File: config.mk
export PLATFORM = sky130hd
export DESIGN_NAME = logic_array_config
export DESIGN_NICKNAME = d
export VERILOG_FILES = /design/src/rtl/logic_cfg_pkg.sv /design/src/rtl/cfg_onehot_strobe.sv /design/src/rtl/logic_array_config.sv
export SDC_FILE = /design/constraint.sdc
export NUM_CORES = 1
export LEC_CHECK = 0
export ABC_AREA = 1
export BUFFER_PORTS_ARGS = -buffer_cell sky130_fd_sc_hd__buf_2
export CAP_MARGIN = 10
export CORE_UTILIZATION = 35
export DETAILED_ROUTE_END_ITERATION = 6
export SYNTH_ARGS = -nofsm -noshare
export SYNTH_HDL_FRONTEND = slang
export SYNTH_HIERARCHICAL = 1
export SYNTH_SLANG_ARGS = --single-unit
export TNS_END_PERCENT = 50
File: constraint.sdc
create_clock -name clk -period 1.4 [get_ports clk]
set_input_delay 0.28 -clock clk [delete_from_list [all_inputs] [get_ports clk]]
set_output_delay 0.28 -clock clk [all_outputs]
set_load 0.02 [all_outputs]
File: src/rtl/logic_cfg_pkg.sv
`default_nettype none
// ============================================================================
// Module   : logic_cfg_pkg
// Brief    : Shared types and constants for the logic-array config loader.
// Revision : 1.0 - initial release
// ============================================================================
package logic_cfg_pkg;

    typedef enum logic [2:0] {
        ST_IDLE   = 3'd0,
        ST_LOAD   = 3'd1,
        ST_SETUP  = 3'd2,
        ST_STROBE = 3'd3,
        ST_HOLD   = 3'd4,
        ST_DONE   = 3'd5
    } cfg_state_t;

    localparam int CFG_W         = 4;
    localparam int CFG_STATE_BIT = 3;
    localparam int CFG_RAM_MSB   = 1;
    localparam int CFG_RAM_LSB   = 0;

    localparam logic [1:0] MODE_NULL = 2'b00;
    localparam logic [1:0] MODE_IN0  = 2'b01;
    localparam logic [1:0] MODE_IN1  = 2'b10;
    localparam logic [1:0] MODE_NAND = 2'b11;

endpackage
`default_nettype wire

File: src/rtl/cfg_onehot_strobe.sv
`default_nettype none
// ============================================================================
// Module   : cfg_onehot_strobe
// Brief    : Registered one-hot write strobe; bit idx is high for the cycle
//            after fire, every bit low otherwise.
// Revision : 1.0 - initial release
// ============================================================================
module cfg_onehot_strobe #(
    parameter int NUM_CELLS = 16,
    parameter int IDX_W     = 4
) (
    input  logic                 clk,
    input  logic                 rst,
    input  logic [IDX_W-1:0]     idx,
    input  logic                 fire,
    output logic [NUM_CELLS-1:0] write_en
);

    // One flop per bit, each decoded directly from idx, so no glitch can reach a cell.
    for (genvar i = 0; i < NUM_CELLS; i++) begin : g_bit
        localparam logic [IDX_W-1:0] c_idx = IDX_W'(i);
        always_ff @(posedge clk) begin
            if (rst) begin
                write_en[i] <= 1'b0;
            end else begin
                write_en[i] <= fire && (idx == c_idx);
            end
        end
    end

endmodule
`default_nettype wire

File: src/rtl/logic_array_config.sv
`default_nettype none
// ============================================================================
// Module   : logic_array_config
// Brief    : Sequential config loader for a 1-D logic_block array.
//            Optional macro CFG_PARITY_EN adds an odd-parity check on cfg_data.
// Revision : 1.0 - initial release
// ============================================================================
module logic_array_config
    import logic_cfg_pkg::*;
#(
    parameter  int NUM_CELLS    = 16,
    parameter  int SETUP_CYCLES = 1,
    localparam int IDX_W        = $clog2(NUM_CELLS)
) (
    input  logic                 clk,
    input  logic                 rst,
    input  logic                 start,
    input  logic                 cfg_valid,
    output logic                 cfg_ready,
    input  logic [CFG_W-1:0]     cfg_data,
`ifdef CFG_PARITY_EN
    input  logic                 cfg_parity,
`endif
    output logic [CFG_W-1:0]     cell_ram,
    output logic [NUM_CELLS-1:0] cell_write_en,
    output logic [IDX_W-1:0]     cell_idx,
    output logic                 eval_en,
    output logic                 busy,
    output logic                 done,
    output logic                 err
);

    localparam int c_cnt_w = (SETUP_CYCLES > 1) ? $clog2(SETUP_CYCLES) : 1;

    cfg_state_t           r_state;
    logic [c_cnt_w-1:0]   r_setup_cnt;
    logic                 r_err;
    logic                 w_accept;
    logic                 w_fire;
    logic                 w_last;
    logic                 w_word_ok;

    assign w_accept = cfg_valid && cfg_ready;
    assign w_fire   = (r_state == ST_SETUP) && (r_setup_cnt == c_cnt_w'(SETUP_CYCLES - 1));
    assign w_last   = (cell_idx == IDX_W'(NUM_CELLS - 1));

`ifdef CFG_PARITY_EN
    assign w_word_ok = ^{cfg_data, cfg_parity};
    assign err       = r_err;
`else
    assign w_word_ok = 1'b1;
    assign err       = 1'b0;
`endif

    always_ff @(posedge clk) begin
        if (rst) begin
            r_state     <= ST_IDLE;
            r_setup_cnt <= '0;
            r_err       <= 1'b0;
            cell_ram    <= '0;
            cell_idx    <= '0;
            cfg_ready   <= 1'b0;
            busy        <= 1'b0;
            done        <= 1'b0;
            eval_en     <= 1'b1;
        end else begin
            done <= 1'b0;
            case (r_state)
                ST_IDLE: begin
                    if (start) begin
                        r_state   <= ST_LOAD;
                        cell_idx  <= '0;
                        r_err     <= 1'b0;
                        eval_en   <= 1'b0;
                        busy      <= 1'b1;
                        cfg_ready <= 1'b1;
                    end
                end
                ST_LOAD: begin
                    if (w_accept) begin
                        cell_ram  <= cfg_data;
                        cfg_ready <= 1'b0;
                        if (w_word_ok) begin
                            r_state     <= ST_SETUP;
                            r_setup_cnt <= '0;
                        end else begin
                            // Bad word aborts the load; remaining cells stay untouched.
                            r_err   <= 1'b1;
                            done    <= 1'b1;
                            r_state <= ST_DONE;
                        end
                    end
                end
                ST_SETUP: begin
                    if (w_fire) begin
                        r_state <= ST_STROBE;
                    end else begin
                        r_setup_cnt <= r_setup_cnt + 1'b1;
                    end
                end
                ST_STROBE: begin
                    r_state <= ST_HOLD;
                end
                ST_HOLD: begin
                    if (w_last) begin
                        r_state <= ST_DONE;
                        done    <= 1'b1;
                    end else begin
                        cell_idx  <= cell_idx + 1'b1;
                        cfg_ready <= 1'b1;
                        r_state   <= ST_LOAD;
                    end
                end
                ST_DONE: begin
                    r_state <= ST_IDLE;
                    busy    <= 1'b0;
                    eval_en <= 1'b1;
                end
                default: begin
                    r_state <= ST_IDLE;
                end
            endcase
        end
    end

    cfg_onehot_strobe #(
        .NUM_CELLS (NUM_CELLS),
        .IDX_W     (IDX_W)
    ) u_strobe (
        .clk      (clk),
        .rst      (rst),
        .idx      (cell_idx),
        .fire     (w_fire),
        .write_en (cell_write_en)
    );

endmodule
`default_nettype wire

==> results.md, run 1 <==
- Status: completed
- Total number of vias: 1056
- Largest net degree at the start of global routing: 12
- Detailed Route WL: 2440 um
- CORE AREA: 0.00310 sq mm
- Clk Latency, worst-skew pair: 0.33 ns
- Hold-fix buffers, CTS: 0
- Clk_skew: 0.00853 ns
- Startpoint types: flip-flop
- Final max-slew violation count: 0
- DP Worst Slack: 0.0550 ns
- Crit. End Element: output port
- H-tree depth: 2
- Routability cong.: 0.878
- Synth area leader: dfxtp_1
- Port Buffers: 35
- Via density: 4.55
- CP peak stage delay: 0.34 ns
- Routed WL per cell: 10.5 um
- Placed cell count: 224
- VDD IR max: 1000 uV
- Final setup vio count: 0
- Clock Tree Buf Depth: 2
- I/O pins: 37
- RSZ-0062 raised after global routing: no
- CTS resizes: 0
- Initial antenna violation count: 0
- Post-synth top cells: nor2_1, dfxtp_1, nand2_1
- Gr ovfl total: 0
- Critical path class: flip-flop to output port
- Setup tns final: 0 ns
- Starting Density: 37.4%
- Die height: 59.6 um
- Iter 0 DRT Violations: 25
- Pwr Total: 0.00201 W
- Fmax: 0.782 GHz
- Sequential share of the synthesized area: 55.2%
- Worst Path Arrival: 1.00 ns
- Clock tree sinks: 32
- Leakage power: 0.745 nW
- Syn Inst Count: 143
- #FFs+latches synth: 32
- First-pass GRT wire length: 3900 um
- Non-filler cells, final: 232
- DRT Pass-1 Iters: 4
- WP buf/inv: 2
- WP data required: 1.12 ns
- Post-CTS setup buffers: 0
- TritonCTS clock tree: done
- Final min period: 1.28 ns
- Top Family by Delay on Critical Path: flip-flops
- Remaining DRCs: 0
- Syn Std Cell Area: 0.00116 sq mm
- Cell Area, Placed: 0.00141 sq mm
- Layout cells sized above 1: 29.8%
- EDFF count, synth: 0
- Top cell type's share of synthesized area: 55.2%
- Post-synth top flop: dfxtp_1
- Top cells by area, synth: dfxtp_1, nor2_1, nand2_1
- Layout net count: 196
- Power Density: 1350 mW/mm^2
- Row count: 20
- Detail Placement HPWL: 1840 um
- Yosys warnings: 6
- Syn Nets: 152
- Layout area overhead: 28.8%
- Reg clk slew, reported paths: 0.09 ns
- Num CTS Buffers: 5
- Crit-path max FO: 8
- Root Driver: clkbuf_4
- Worst setup margin: 0.120 ns
- CP Cell Sequence: buf_4 > buf_2
- Vias in the first global route: 967
- Ys async rst share: 0%
- Yosys cell types: 21
- Final Cycle Share: 91.4%
- Worst min path class: primary input to flip-flop
- Max cap viols: 0
- Worst path slowest cell: dfxtp_1
- Final Cell Area: 0.00149 sq mm
- Detail Route Antenna Nets: 0
- Die width: 59.6 um
- Most common cell in the netlist: nor2_1
- Mean Syn Cell Area: 8.11 sq um
- Antenna diode count: 0
- Die area: 0.00355 sq mm
- Total GRT Usage: 15.4%
- Fin. Hold Viols: 0
-- through the flow --
step                hold WS (ns)  util [%]
finish                     0.167      48.1
global route               0.152      48.1
CTS                        0.156      47.9
detailed placement         0.450      45.3
global placement           0.441      45.3
floorplan                  0.349         -
-- state kept, by name, summed over array words and instances (netlist names) --
| register | flops |
|---|---|
| cell_ram | 4 |
| eval_en | 1 |
| u_strobe/write_en | 16 |
| cell_idx | 4 |
| done | 1 |
| r_setup_cnt | 1 |
| busy | 1 |
| cfg_ready | 1 |
| r_state | 3 |
-- final cells by class --
cell class	count	area, sq um
clock buffer	5	37.5
clock inverter	3	42.5
fill	336	1610
inverter	17	63.8
multi-input combinational	93	453
sequential	32	644
tap	44	55.1
timing repair buffer	38	198
-- per-layer routing --
metal	GRT usage (%)	wire, um	vias to the layer above
li1	-	-	540
met1	14.1	1030	471
met2	28.3	1210	40
met3	6.77	160	5
met4	7.97	40	0
met5	0	0	-
-- worst min-delay path, stage by stage --
cell and delay (ns):
buf_2 0.07, nor2_1 0.03, nor2_1 0.08
-- where the power goes --
group | internal [W] | switching (W) | leakage (nW) | total [W]
Clock | 0.000372 | 0.000315 | 0.0412 | 0.000687
Combinational | 0.000112 | 0.000204 | 0.444 | 0.000316
Sequential | 0.000959 | 0.0000505 | 0.260 | 0.00101
Total | 0.00144 | 0.000569 | 0.745 | 0.00201
-- path summary, 6_finish.rpt --
kind	start	end	slack, ns	depth (start not counted)
max	cell_idx[2]$_SDFFE_PP0P_	cell_idx[2]	0.12	2
min	cfg_data[1]	cell_ram[1]$_SDFFE_PP0P_	0.17	3
min reg2reg	busy$_SDFFE_PP0P_	busy$_SDFFE_PP0P_	0.46	2
max reg2reg	cell_idx[0]$_SDFFE_PP0P_	cell_idx[1]$_SDFFE_PP0P_	0.14	6
-- cells in the final DEF, fill, tap and decap left out, types with 5 or more instances in the layout --
cell type | synthesis | layout
a21oi_1 | 5 | 5
buf_2 | 0 | 35
clkbuf_4 | 0 | 5
dfxtp_1 | 32 | 31
inv_1 | 15 | 14
nand2_1 | 18 | 18
nand3_1 | 9 | 8
nor2_1 | 37 | 37
o21ai_0 | 8 | 8
-- cell families after synthesis --
family,after synthesis,share of synthesized area (%)
AND/OR/NAND/NOR,74,29.0
flip-flops,32,55.2
buffers and inverters,18,6.15
AO/OA/AOI/OAI,16,7.44
XOR/XNOR,1,0.755
adder cells (fa/ha/maj),1,1.08
other,1,0.323
No activity file was read; power rests on OpenSTA's default activity.
==> inputs of run 2 (changes only) <==
CORE_UTILIZATION = 48   (was 35)
PLACE_DENSITY = 0.76   (was unset)
==> run 2 against run 1 <==
Compared with the run above: global-route usage grew 6.8 points; clock skew shrank 0.0028 ns; utilization grew 18 points; clock power grew 13%; die area shrank 26%; first-iteration DRC count grew 16%; via count grew 1.9%; sequential power is essentially flat; non-clock buffer count is the same; final cell count shrank 6.9%; power grew 4.3%; clock-buffer cell count grew 2; critical endpoint unchanged; largest cell class unchanged.
==> results.md, run 2 (same netlist as run 1, synthesis figures left out) <==
- Status: completed
- Initial antenna violation count: 0
- Max cap viols: 0
- Remaining DRCs: 0
- CP Cell Sequence: buf_4 > buf_2
- Grt met1 use: 24.9%
- Psw: 0.000555 W
- Clock Tree Buf Depth: 2
- Vias in the first global route: 992
- Commonest non-fill, non-tap cell in the layout: nor2_1
- VDD IR max: 868 uV
- Pint: 0.00154 W
- Comb pwr share: 15.0%
- Largest regs: u_strobe/write_en x16, cell_idx x4, cell_ram x4
- Die height: 51.2 um
- Max reg flops: 16
- Leading cell types in the layout, fill and taps excluded: nor2_1, buf_2, dfxtp_1
- Final setup vio count: 0
- Clk_skew: 0.00570 ns
- I/O pins: 37
- Routed WL per cell: 11.1 um
- First-pass GRT wire length: 4170 um
- Via density: 4.98
- Antenna diode count: 0
- CORE AREA: 0.00225 sq mm
- WP data required: 1.12 ns
- Most Crowded Layer GR: met2
- Iter 0 DRT Violations: 29
- Crit. End Element: output port
- Row count: 17
- Clk Latency, worst-skew pair: 0.33 ns
- Largest net degree at the start of global routing: 11
- Total number of vias: 1076
- Leakage power: 0.755 nW
- Root Driver: clkbuf_4
- Fin. Hold Viols: 0
- Detail Placement HPWL: 1770 um
- Final Cycle Share: 92.6%
- Final max-slew violation count: 0
- WP buf/inv: 2
- Power Density: 1410 mW/mm^2
- Reg clk slew, reported paths: 0.09 ns
- Crit-path max FO: 8
- Die area: 0.00262 sq mm
- Routability cong.: 0.858
- Hold_ws: 0.168 ns
- M2 GR Usage: 36.6%
- Reg power frac: 48.1%
- Startpoint types: flip-flop
- CP peak stage delay: 0.35 ns
- Clk pwr share: 36.8%
- Die width: 51.2 um
- Fmax: 0.772 GHz
- Largest register by flop count: u_strobe/write_en
- Detailed Route WL: 2390 um
- Detail Route Antenna Nets: 0
- Top Family by Delay on Critical Path: flip-flops
- Worst Path Arrival: 1.02 ns
- Layout cells sized above 1: 29.8%
- Worst min path class: primary input to flip-flop
- Worst path slowest cell: dfxtp_1
- Gr ovfl total: 0
- TritonCTS clock tree: done
- Critical path class: flip-flop to output port
- Num CTS Buffers: 5
- Layout area overhead: 28.4%
- Final min period: 1.30 ns
- Total GRT Usage: 22.2%
- H-tree depth: 2
- Port Buffers: 35
- Starting Density: 51.4%
- Switching share of power: 26.5%
- Layout net count: 196
- Setup tns final: 0 ns
- Reg-to-reg slack, setup: 0.11 ns
- Clock tree sinks: 32
- M3 GR Usage: 6.25%
- DRT Pass-1 Iters: 4
-- run 2: area by class of cell --
type                    count  area, sq um
multi-input cells          93          453
repair buffers             38          198
flip-flops and latches     32          644
clock buffers               7         65.1
well taps                  28         35.0
inverters                  17         63.8
fillers                   206          766
clock inverters             1         30.0
-- run 2: worst paths after layout --
kind                               to  cells past startpoint                     start
min reg2reg         busy$_SDFFE_PP0P_                      2         busy$_SDFFE_PP0P_
max                       cell_idx[2]                      2  cell_idx[2]$_SDFFE_PP0P_
min          cell_ram[2]$_SDFFE_PP0P_                      3               cfg_data[2]
max reg2reg  cell_idx[1]$_SDFFE_PP0P_                      6  cell_idx[0]$_SDFFE_PP0P_
-- run 2: repair_timing --
| action | CTS | global route |
|---|---|---|
| buffers inserted | 0 | 1 |
| hold buffers | 0 | 0 |
| endpoints found under the setup margin | 0 | 20 |
| gates resized for setup | 0 | 3 |
-- run 2: per-stage QoR --
stage	instance area (sq um)	cells	setup WS, ns	util [%]	power [W]
floorplan	1160	143	0.0138	-	0.00125
CTS	1470	215	0.0348	65.4	0.00211
finish	1490	216	0.104	66.0	0.00210
detailed placement	1380	207	0.0664	61.2	0.00134
global placement	1380	207	0.0989	61.2	0.00133
global route	1490	216	-0.0152	66.0	0.00220
-- run 2: power groups by stage --
stage | logic (W) | clock network (W) | registers [W]
6_report | 0.000316 | 0.000773 | 0.00101
2_1_floorplan | 0.000176 | 0 | 0.00107
4_1_cts | 0.000311 | 0.000791 | 0.00101
3_3_place_gp | 0.000303 | 0 | 0.00103
3_5_place_dp | 0.000308 | 0 | 0.00103
5_1_grt | 0.000358 | 0.000824 | 0.00102
-- run 2: worst register-to-register path, delay by kind of cell, from the launching register on --
family	cells	cell delay, ns
flip-flops	1	0.41
AND/OR/NAND/NOR	4	0.40
adder cells (fa/ha/maj)	1	0.21
AO/OA/AOI/OAI	1	0.17
-- run 2: routing by layer --
layer  wire length, um  up-vias  part of all wire [%]
met5                 0        -                     0
met3               141        8                   5.9
li1                  -      540                     -
met2              1160       38                    48
met4                63        0                   2.6
met1              1030      490                    43
